[src/rtl/pipe_ctrl_pkg.sv]
// Shared types and constants for the pipeline stall/flush sequencer.
// Latency: n/a (types only).
// Backpressure: n/a (types only).
package pipe_ctrl_pkg;

    // Mul/div sequencer states
    typedef enum logic {
        IDLE = 1'b0,
        BUSY = 1'b1
    } md_state_e;

    // Per-stage control strobes, MSB first in the order the pipeline is drawn
    typedef struct packed {
        logic pc_stop;
        logic if_id_stop;
        logic if_id_flush;
        logic id_ex_stop;
        logic id_ex_flush;
        logic ex_mem_stop;
        logic ex_mem_flush;
        logic mem_wb_flush;
        logic muldiv_done;
    } ctrl_t;

    // x0 is hardwired to zero, so a load targeting it can never create a hazard
    localparam int ZERO_REG = 0;

endpackage

[src/rtl/muldiv_timer.sv]
// Tracks a fixed-latency mul/div in EX: stalls the front end until the result is ready.
// Latency: done_o asserts MULDIV_LAT cycles after the trigger cycle (later if a memory wait holds it).
// Backpressure: counter keeps running under mem_stall_i; completion and new triggers wait for it to clear.
//
// Ports: clk/rst (sync, active-high), ex_muldiv_i (EX holds a mul/div),
//        mem_stall_i (MEM is waiting on data memory), md_stall_o (hold front end),
//        done_o (result valid, EX advances this cycle).
module muldiv_timer
    import pipe_ctrl_pkg::*;
#(
    parameter int MULDIV_LAT = 4
) (
    input  logic clk,
    input  logic rst,
    input  logic ex_muldiv_i,
    input  logic mem_stall_i,
    output logic md_stall_o,
    output logic done_o
);

    // Trigger cycle counts as the first stall cycle, so the counter starts one short
    localparam logic [3:0] CNT_LOAD = 4'(MULDIV_LAT - 1);

    md_state_e  state_q, state_d;
    logic [3:0] cnt_q, cnt_d;

    always_comb begin
        state_d    = state_q;
        cnt_d      = cnt_q;
        md_stall_o = 1'b0;
        done_o     = 1'b0;
        case (state_q)
            IDLE: begin
                md_stall_o = ex_muldiv_i;
                // A mul/div stuck behind a memory wait does not start until EX can own the unit
                if (ex_muldiv_i && !mem_stall_i) begin
                    state_d = BUSY;
                    cnt_d   = CNT_LOAD;
                end
            end
            BUSY: begin
                if (cnt_q != 4'd0) begin
                    md_stall_o = 1'b1;
                    cnt_d      = cnt_q - 4'd1;
                end else if (!mem_stall_i) begin
                    done_o  = 1'b1;
                    state_d = IDLE;
                end
                // cnt==0 under a memory wait: park here, result held until the pipe moves
            end
            default: begin
                state_d = IDLE;
                cnt_d   = 4'd0;
            end
        endcase
    end

    always_ff @(posedge clk) begin
        if (rst) begin
            state_q <= IDLE;
            cnt_q   <= 4'd0;
        end else begin
            state_q <= state_d;
            cnt_q   <= cnt_d;
        end
    end

endmodule

[src/rtl/pipeline_hazard_ctrl.sv]
// Central stall/flush sequencer: resolves memory wait, mul/div, taken branch and load-use into per-stage strobes.
// Latency: combinational from registered state plus inputs; no added cycles.
// Backpressure: memory wait freezes everything up to EX_MEM; mul/div freezes up to ID_EX; branches deferred under stalls.
//
// Ports: clk/rst (sync, active-high); ID source regs + use flags; EX rd, load, taken-branch, mul/div flags;
//        MEM request/ready; outputs are stop (hold) / flush (bubble) strobes per pipeline register,
//        plus muldiv_done_o.
module pipeline_hazard_ctrl
    import pipe_ctrl_pkg::*;
#(
    parameter int REG_AW     = 5,
    parameter int MULDIV_LAT = 4
) (
    input  logic              clk,
    input  logic              rst,
    input  logic [REG_AW-1:0] id_rs1_i,
    input  logic [REG_AW-1:0] id_rs2_i,
    input  logic              id_use_rs1_i,
    input  logic              id_use_rs2_i,
    input  logic [REG_AW-1:0] ex_rd_i,
    input  logic              ex_mem_read_i,
    input  logic              ex_branch_taken_i,
    input  logic              ex_muldiv_i,
    input  logic              mem_req_i,
    input  logic              mem_ready_i,
    output logic              pc_stop_o,
    output logic              if_id_stop_o,
    output logic              if_id_flush_o,
    output logic              id_ex_stop_o,
    output logic              id_ex_flush_o,
    output logic              ex_mem_stop_o,
    output logic              ex_mem_flush_o,
    output logic              mem_wb_flush_o,
    output logic              muldiv_done_o
);

    logic  mem_stall;
    logic  md_stall;
    logic  md_done;
    logic  load_use;
    logic  branch_eff;
    logic  rst_d_q, rst_d_d;
    logic  branch_pend_q, branch_pend_d;
    ctrl_t ctrl;

    muldiv_timer #(
        .MULDIV_LAT (MULDIV_LAT)
    ) u_muldiv_timer (
        .clk         (clk),
        .rst         (rst),
        .ex_muldiv_i (ex_muldiv_i),
        .mem_stall_i (mem_stall),
        .md_stall_o  (md_stall),
        .done_o      (md_done)
    );

    assign mem_stall = mem_req_i & ~mem_ready_i;

    assign load_use = ex_mem_read_i && (ex_rd_i != REG_AW'(ZERO_REG)) &&
                      ((id_use_rs1_i && (id_rs1_i == ex_rd_i)) ||
                       (id_use_rs2_i && (id_rs2_i == ex_rd_i)));

    // A branch seen while stalled is remembered so it still redirects once the pipe moves
    assign branch_eff = ex_branch_taken_i | branch_pend_q;

    always_comb begin
        rst_d_d       = rst;
        branch_pend_d = 1'b0;
        if (!rst && (mem_stall || md_stall)) begin
            branch_pend_d = branch_eff;
        end
    end

    always_comb begin
        ctrl = '0;
        if (mem_stall) begin
            ctrl.pc_stop      = 1'b1;
            ctrl.if_id_stop   = 1'b1;
            ctrl.id_ex_stop   = 1'b1;
            ctrl.ex_mem_stop  = 1'b1;
            ctrl.mem_wb_flush = 1'b1;
        end else if (md_stall) begin
            ctrl.pc_stop      = 1'b1;
            ctrl.if_id_stop   = 1'b1;
            ctrl.id_ex_stop   = 1'b1;
            ctrl.ex_mem_flush = 1'b1;
        end else if (branch_eff) begin
            // PC keeps running so the redirect target loads this cycle
            ctrl.if_id_flush  = 1'b1;
            ctrl.id_ex_flush  = 1'b1;
        end else if (load_use) begin
            ctrl.pc_stop      = 1'b1;
            ctrl.if_id_stop   = 1'b1;
            ctrl.id_ex_flush  = 1'b1;
        end
        ctrl.muldiv_done = md_done;
        // Discard whatever was fetched while reset was releasing, unless IF_ID is being held
        if (rst_d_q && !ctrl.if_id_stop) begin
            ctrl.if_id_flush = 1'b1;
        end
        if (rst) begin
            ctrl = '0;
        end
    end

    always_ff @(posedge clk) begin
        if (rst) begin
            rst_d_q       <= 1'b1;
            branch_pend_q <= 1'b0;
        end else begin
            rst_d_q       <= rst_d_d;
            branch_pend_q <= branch_pend_d;
        end
    end

    assign pc_stop_o      = ctrl.pc_stop;
    assign if_id_stop_o   = ctrl.if_id_stop;
    assign if_id_flush_o  = ctrl.if_id_flush;
    assign id_ex_stop_o   = ctrl.id_ex_stop;
    assign id_ex_flush_o  = ctrl.id_ex_flush;
    assign ex_mem_stop_o  = ctrl.ex_mem_stop;
    assign ex_mem_flush_o = ctrl.ex_mem_flush;
    assign mem_wb_flush_o = ctrl.mem_wb_flush;
    assign muldiv_done_o  = ctrl.muldiv_done;

endmodule

[config.mk]
export PLATFORM = sky130hd
export DESIGN_NAME = pipeline_hazard_ctrl
export DESIGN_NICKNAME = d
export VERILOG_FILES = /design/src/rtl/pipe_ctrl_pkg.sv /design/src/rtl/muldiv_timer.sv /design/src/rtl/pipeline_hazard_ctrl.sv
export SDC_FILE = /design/constraint.sdc
export NUM_CORES = 1
export LEC_CHECK = 0
export ABC_AREA = 0
export CAP_MARGIN = 30
export CORE_MARGIN = 3
export CORE_UTILIZATION = 33
export DETAILED_ROUTE_END_ITERATION = 16
export MAX_ROUTING_LAYER = met4
export PLACE_DENSITY = 0.83
export RECOVER_POWER = 100
export SLEW_MARGIN = 40
export SYNTH_ARGS = -nofsm -noshare
export SYNTH_HDL_FRONTEND = slang
export SYNTH_SLANG_ARGS = --single-unit
export TNS_END_PERCENT = 100
[constraint.sdc]
create_clock -name clk -period 1.5 [get_ports clk]
set_input_delay 0.225 -clock clk [delete_from_list [all_inputs] [get_ports clk]]
set_output_delay 0.225 -clock clk [all_outputs]
set_load 0.03 [all_outputs]
# Word level (Yosys, flattened, before mapping)
# Index checks and enable logic that the tools add are counted.
[op_classes] n_reduce_logical=16 mux=29 add_sub_neg=1 bitwise_logic=5 n_eq_ne=4
[ops] cell="$mux W1" n=19
[ops] cell="$eq A5 B5 Y1" n=2
[ops] cell="$mux W9" n=1
[ops] cell="$mux W2" n=4
[ops] cell="$mux W4" n=2
[ops] cell="$pmux W4 S2" n=1
[ops] cell="$logic_and A1 B1 Y1" n=7
[ops] cell="$reduce_bool A5 Y1" n=1
[ops] cell="$pmux W1 S2" n=2
[ops] cell="$reduce_bool A4 Y1" n=1
[ops] cell="$sub A4 B1 Y4 const B" n=1
[ops] cell="$logic_not A1 Y1" n=3
[ops] cell="$not A1 Y1" n=3
[ops] cell="$logic_or A1 B1 Y1" n=2
[ops] cell="$ne A2 B1 Y1 const B" n=1
[ops] cell="$ne A2 B2 Y1 const B" n=1
[ops] cell="$reduce_and A2 Y1" n=1
[ops] cell="$reduce_or A2 Y1" n=1
[ops] cell="$and A1 B1 Y1" n=1
[ops] cell="$or A1 B1 Y1" n=1
[word_totals] regBits=7

# Longest topological paths before layout
[logic_depth] ltp_word=12 mapped_depth=7 ltp_nobuf=6

# Hierarchy
# Synthesis repeated with hierarchy kept, for this count alone.
[hier_totals] hier_cells=63 area_unflattened_um2=571.8
[by_module_without_submodules] mod="pipeline_hazard_ctrl" cells_per_inst=34 area_per_inst_um2=296.5 n_inst=1
[by_module_without_submodules] mod="muldiv_timer" cells_per_inst=29 area_per_inst_um2=275.3 n_inst=1

# Worst setup path after synthesis
# OpenSTA, ideal clock, no wires.
[synth_timing] kind="input to output" start="input ex_rd_i[3]" end="output pc_stop_o" path_stages=5 required_time_ns=1.275 t_arrival_ns=1.825 slack_ns=-0.550 path_buffers=1 cell_sequence="xor2_1 -> nor4_2 -> a32oi_1 -> o41ai_2 -> buf_4"
[synth_between] elab_chain_cells=9 elab_cells_between_ends=13
[synth_lines] item="from (decl)" line="pipeline_hazard_ctrl.sv:20" source="input logic [REG_AW-1:0] ex_rd_i,"
[synth_lines] item="$eq A5 B5 Y1, on equally long branches" line="pipeline_hazard_ctrl.sv:60, pipeline_hazard_ctrl.sv:61"
[synth_lines] item="$logic_and A1 B1 Y1, on equally long branches" line="pipeline_hazard_ctrl.sv:60, pipeline_hazard_ctrl.sv:61"
[synth_lines] item="$logic_or A1 B1 Y1" line="pipeline_hazard_ctrl.sv:60" source="((id_use_rs1_i && (id_rs1_i == ex_rd_i)) ||"
[synth_lines] item="$logic_and A1 B1 Y1 *" line="pipeline_hazard_ctrl.sv:59" source="assign load_use = ex_mem_read_i && (ex_rd_i != REG_AW'(ZERO_REG)) &&"
[synth_lines] item="$mux W2 *" line="pipeline_hazard_ctrl.sv:91" source="end else if (load_use) begin"
[synth_lines] item="$mux W2 *" line="pipeline_hazard_ctrl.sv:87" source="end else if (branch_eff) begin"
[synth_lines] item="$mux W2 *" line="pipeline_hazard_ctrl.sv:82" source="end else if (md_stall) begin"
[synth_lines] item="$mux W2 *" line="pipeline_hazard_ctrl.sv:76" source="if (mem_stall) begin"
[synth_lines] item="$mux W9 *" line="pipeline_hazard_ctrl.sv:101" source="if (rst) begin"
[synth_lines] item="to (decl)" line="pipeline_hazard_ctrl.sv:26" source="output logic pc_stop_o,"
# Mark *: on every way between the ends. The rest lies on a longest branch, timed or not.

# Worst setup path in the final report
[layout_timing] start="register u_muldiv_timer.cnt_q[0]" end="output pc_stop_o"
[layout_between] elab_chain_cells=6
[layout_lines] item="from (decl)" line="muldiv_timer.sv:25" source="logic [3:0] cnt_q, cnt_d;"
[layout_lines] item="from (signal assigned)" line="muldiv_timer.sv:64" source="cnt_q <= cnt_d;"
[layout_lines] item="$reduce_bool A4 Y1" line="muldiv_timer.sv:42" source="if (cnt_q != 4'd0) begin"
[layout_lines] item="$mux W1" line="muldiv_timer.sv:42"
[layout_lines] item="$pmux W1 S2" line="muldiv_timer.sv:32" source="case (state_q)"
[layout_lines] item="$mux W2" line="pipeline_hazard_ctrl.sv:82"
[layout_lines] item="$mux W2" line="pipeline_hazard_ctrl.sv:76"
[layout_lines] item="$mux W9" line="pipeline_hazard_ctrl.sv:101"
# Every way passes these cells.

==> impl_metrics.env <==
export IMPL_top_level_ports=33
export IMPL_syn_inst=65
export IMPL_yosysMostFrequentCell="xor2_1"
export IMPL_synth_ff_type="dfxtp_1"
export IMPL_crit_start="u_muldiv_timer.cnt_q[0]"
export IMPL_fin_skew_ps=5.57
export IMPL_p_int_uw=534
export IMPL_drc=0
export IMPL_max_slew_worst_pin_slew_ps=310
export IMPL_fmax_mhz=538
export IMPL_coreArea_mm2=0.00156
export IMPL_finalCritPeriodShare=1.24
export IMPL_use_met3=0.0307
export IMPL_busiest_layer="met2"
export IMPL_cts_tree="yes"
export IMPL_p_comb_frac=0.512
export IMPL_portBuffers=32
export IMPL_antenna_left=0
export IMPL_crit_arrival_ps=1630
export IMPL_via_per_inst=5.00
export IMPL_ys_ff_latch=7
export IMPL_drive_gt1_frac=0.545
export IMPL_rsz0062_at_grt="true"
export IMPL_clk_latency_ps=260
export IMPL_grt_max_degree=12
export IMPL_track_usage=0.175
export IMPL_first_global_vias=658
export IMPL_ff2ff_setup_slack_ps=30
export IMPL_drt_iter0_markers=10
export IMPL_postSynthAreaPerCell_um2=8.64
export IMPL_netlist_top_cells_area="dfxtp_1, xor2_1, nor3_1"
export IMPL_fp_dieH_um=47.3
export IMPL_place_inst=127
export IMPL_synth_top_cell_by_area="dfxtp_1"
export IMPL_synth_top_area_frac=0.249
export IMPL_hp_class="flip-flop to flip-flop"
export IMPL_numCtsBuffers=3
export IMPL_peakVddDrop_mv=0.331
export IMPL_first_pass_iters=2
export IMPL_p_leak_uw=0.000529
export IMPL_violations="negative setup slack"
export IMPL_maxCapViolations=0
export IMPL_p_per_area_mw_per_mm2=698
export IMPL_async_reset_ff_frac=0
export IMPL_dieArea_mm2=0.00223
export IMPL_wl_um=1780
export IMPL_seq_area_frac_synth=0.249
export IMPL_r2r_end="u_muldiv_timer.state_q"
export IMPL_use_met1=0.200
export IMPL_yosysWarnings=0
export IMPL_synth_common_cells="xor2_1, dfxtp_1, nor3_1"
export IMPL_final_hold_viol_count=0
export IMPL_syn_num_nets=91
export IMPL_antenna_found_initial=0
export IMPL_crit_required_ps=1270
export IMPL_fillers=125
export IMPL_htree_levels=1
export IMPL_overflow=0
export IMPL_rr_worst_depth=6
export IMPL_critical_path_startpoint_type="flip-flop"
export IMPL_p_seq_frac=0.264
export IMPL_end_kind="output port"
export IMPL_cts_hold_fix_buffers=0
export IMPL_num_vias=685
export IMPL_synth_edf_count=0
export IMPL_grt_use_met2=0.289
export IMPL_fin_crit_ps=1860
export IMPL_gp_congestion=0.786
export IMPL_cts_root_buf="clkbuf_4"
export IMPL_status="finished, violations left"
export IMPL_die_width_um=47.3
export IMPL_rows=14
export IMPL_grt_pass1_wl_um=2670
export IMPL_power_frac_clock=0.224
export IMPL_reg2reg_from="u_muldiv_timer.cnt_q[0]"
export IMPL_start_util=0.360
export IMPL_clockBufferDepth=2
export IMPL_switchingPower_uw=288
export IMPL_synth_cell_types=32
export IMPL_path_clk_slew_ps=60
export IMPL_worstSetupPathType="flip-flop to output port"
export IMPL_total_power_uw=822
export IMPL_p_sw_frac=0.351
export IMPL_fin_ws_ps=-358
export IMPL_antenna_cells=0
export IMPL_nets=148
export IMPL_final_cells=137
export IMPL_slew_headroom=0.792
export IMPL_crit_fanout=3
export IMPL_area_growth_syn_to_layout_pct=110
export IMPL_crit_end="pc_stop_o"
export IMPL_synth_area_um2=562
export IMPL_routedWlPerCell_um=13.0
export IMPL_setup_viol=7
export IMPL_numClockSinks=7
export IMPL_dpl_hpwl_um=1360
export IMPL_finalMaxSlewViolations=0
[flip-flops by register name (all words and copies together), names as in the netlist]
signal / cells
u_muldiv_timer.cnt_q: 4
u_muldiv_timer.state_q: 1
rst_d_q: 1
branch_pend_q: 1
[cells by family after synthesis]
| logic type | share of synthesized area |
|---|---|
| xor gates and xnor gates | 0.187 |
| DFF | 0.249 |
| and+or+nand+nor | 0.298 |
| AOI/OAI and AO/OA | 0.167 |
| adders and majority gates | 0.0445 |
| buffers and inverters | 0.0534 |
[per-layer routing]
metal	share of wire	wire length (um)	vias to the layer above
met1	0.42	750	308
met2	0.51	902	32
li1	-	-	343
met5	0	0	-
met4	0.011	19	0
met3	0.062	111	2
[placed cells by master, fill, tap and decap left out, types with 2 or more instances in the layout]
master,synthesis,routed
clkdlybuf4s15_1,0,4
nor4_2,1,2
dlygate4sd2_1,0,2
buf_2,0,4
a211oi_1,3,2
nand3_1,2,2
xnor2_1,2,2
buf_4,2,26
nor3_2,0,3
inv_2,0,2
xor2_1,10,8
dfxtp_1,7,5
clkdlybuf4s50_1,0,9
buf_6,0,10
dfxtp_2,0,2
nor2_1,5,5
xor2_2,0,2
nor3_1,7,4
clkbuf_4,0,3
[worst min path at each step]
stage	from	end	slack, ps	depth (start not counted)
after floorplan	rst	rst_d_q	250	0
after CTS	branch_pend_q	branch_pend_q	510	2
after global placement	branch_pend_q	branch_pend_q	480	2
after detailed placement	branch_pend_q	branch_pend_q	490	2
final	branch_pend_q	branch_pend_q	510	2
after global routing	branch_pend_q	branch_pend_q	540	2
[cell type report]
| class | count | area [um2] | share of cell area |
|---|---|---|---|
| Clock inverter | 1 | 5.00 | 0.00425 |
| Clock buffer | 3 | 22.5 | 0.0191 |
| Multi-Input combinational cell | 52 | 500 | 0.425 |
| Inverter | 3 | 11.3 | 0.00956 |
| Tap cell | 16 | 20.0 | 0.0170 |
| Timing Repair Buffer | 55 | 475 | 0.404 |
| Sequential cell | 7 | 143 | 0.121 |
[per-stage QoR]
| stage | util | worst slack, ps | setup TNS (ps) | area [um2] | hold WS (ps) |
|---|---|---|---|---|---|
| after floorplan | - | -287 | -421 | 592 | 253 |
| after global placement | 0.655 | -895 | -3230 | 1020 | 479 |
| after detailed placement | 0.655 | -937 | -3530 | 1020 | 495 |
| after CTS | 0.699 | -403 | -2130 | 1090 | 509 |
| after global routing | 0.755 | -435 | -2660 | 1180 | 544 |
| final | 0.755 | -358 | -2100 | 1180 | 510 |
[power by group through the flow]
stage	combinational (uW)	clock, uW	sequential, uW
2_1_floorplan	171	0	222
3_5_place_dp	349	0	219
3_3_place_gp	341	0	218
5_1_grt	451	204	219
4_1_cts	370	188	215
6_report	421	184	217
[what timing repair did]
item / in CTS / in global routing
setup buffers: 4 / 3
pin swaps: 14 / 9
resized for setup: 52 / 18
endpoints found under the setup margin: 9 / 10
[worst max-delay path, stage by stage, from the launching register on]
cell,delay [ps]
dfxtp_2,330
inv_2,70
ha_4,150
nand4bb_4,130
o21ai_4,90
buf_6,120
a21o_1,180
o41ai_4,110
buf_4,180
(Power assumes the default switching activity.)
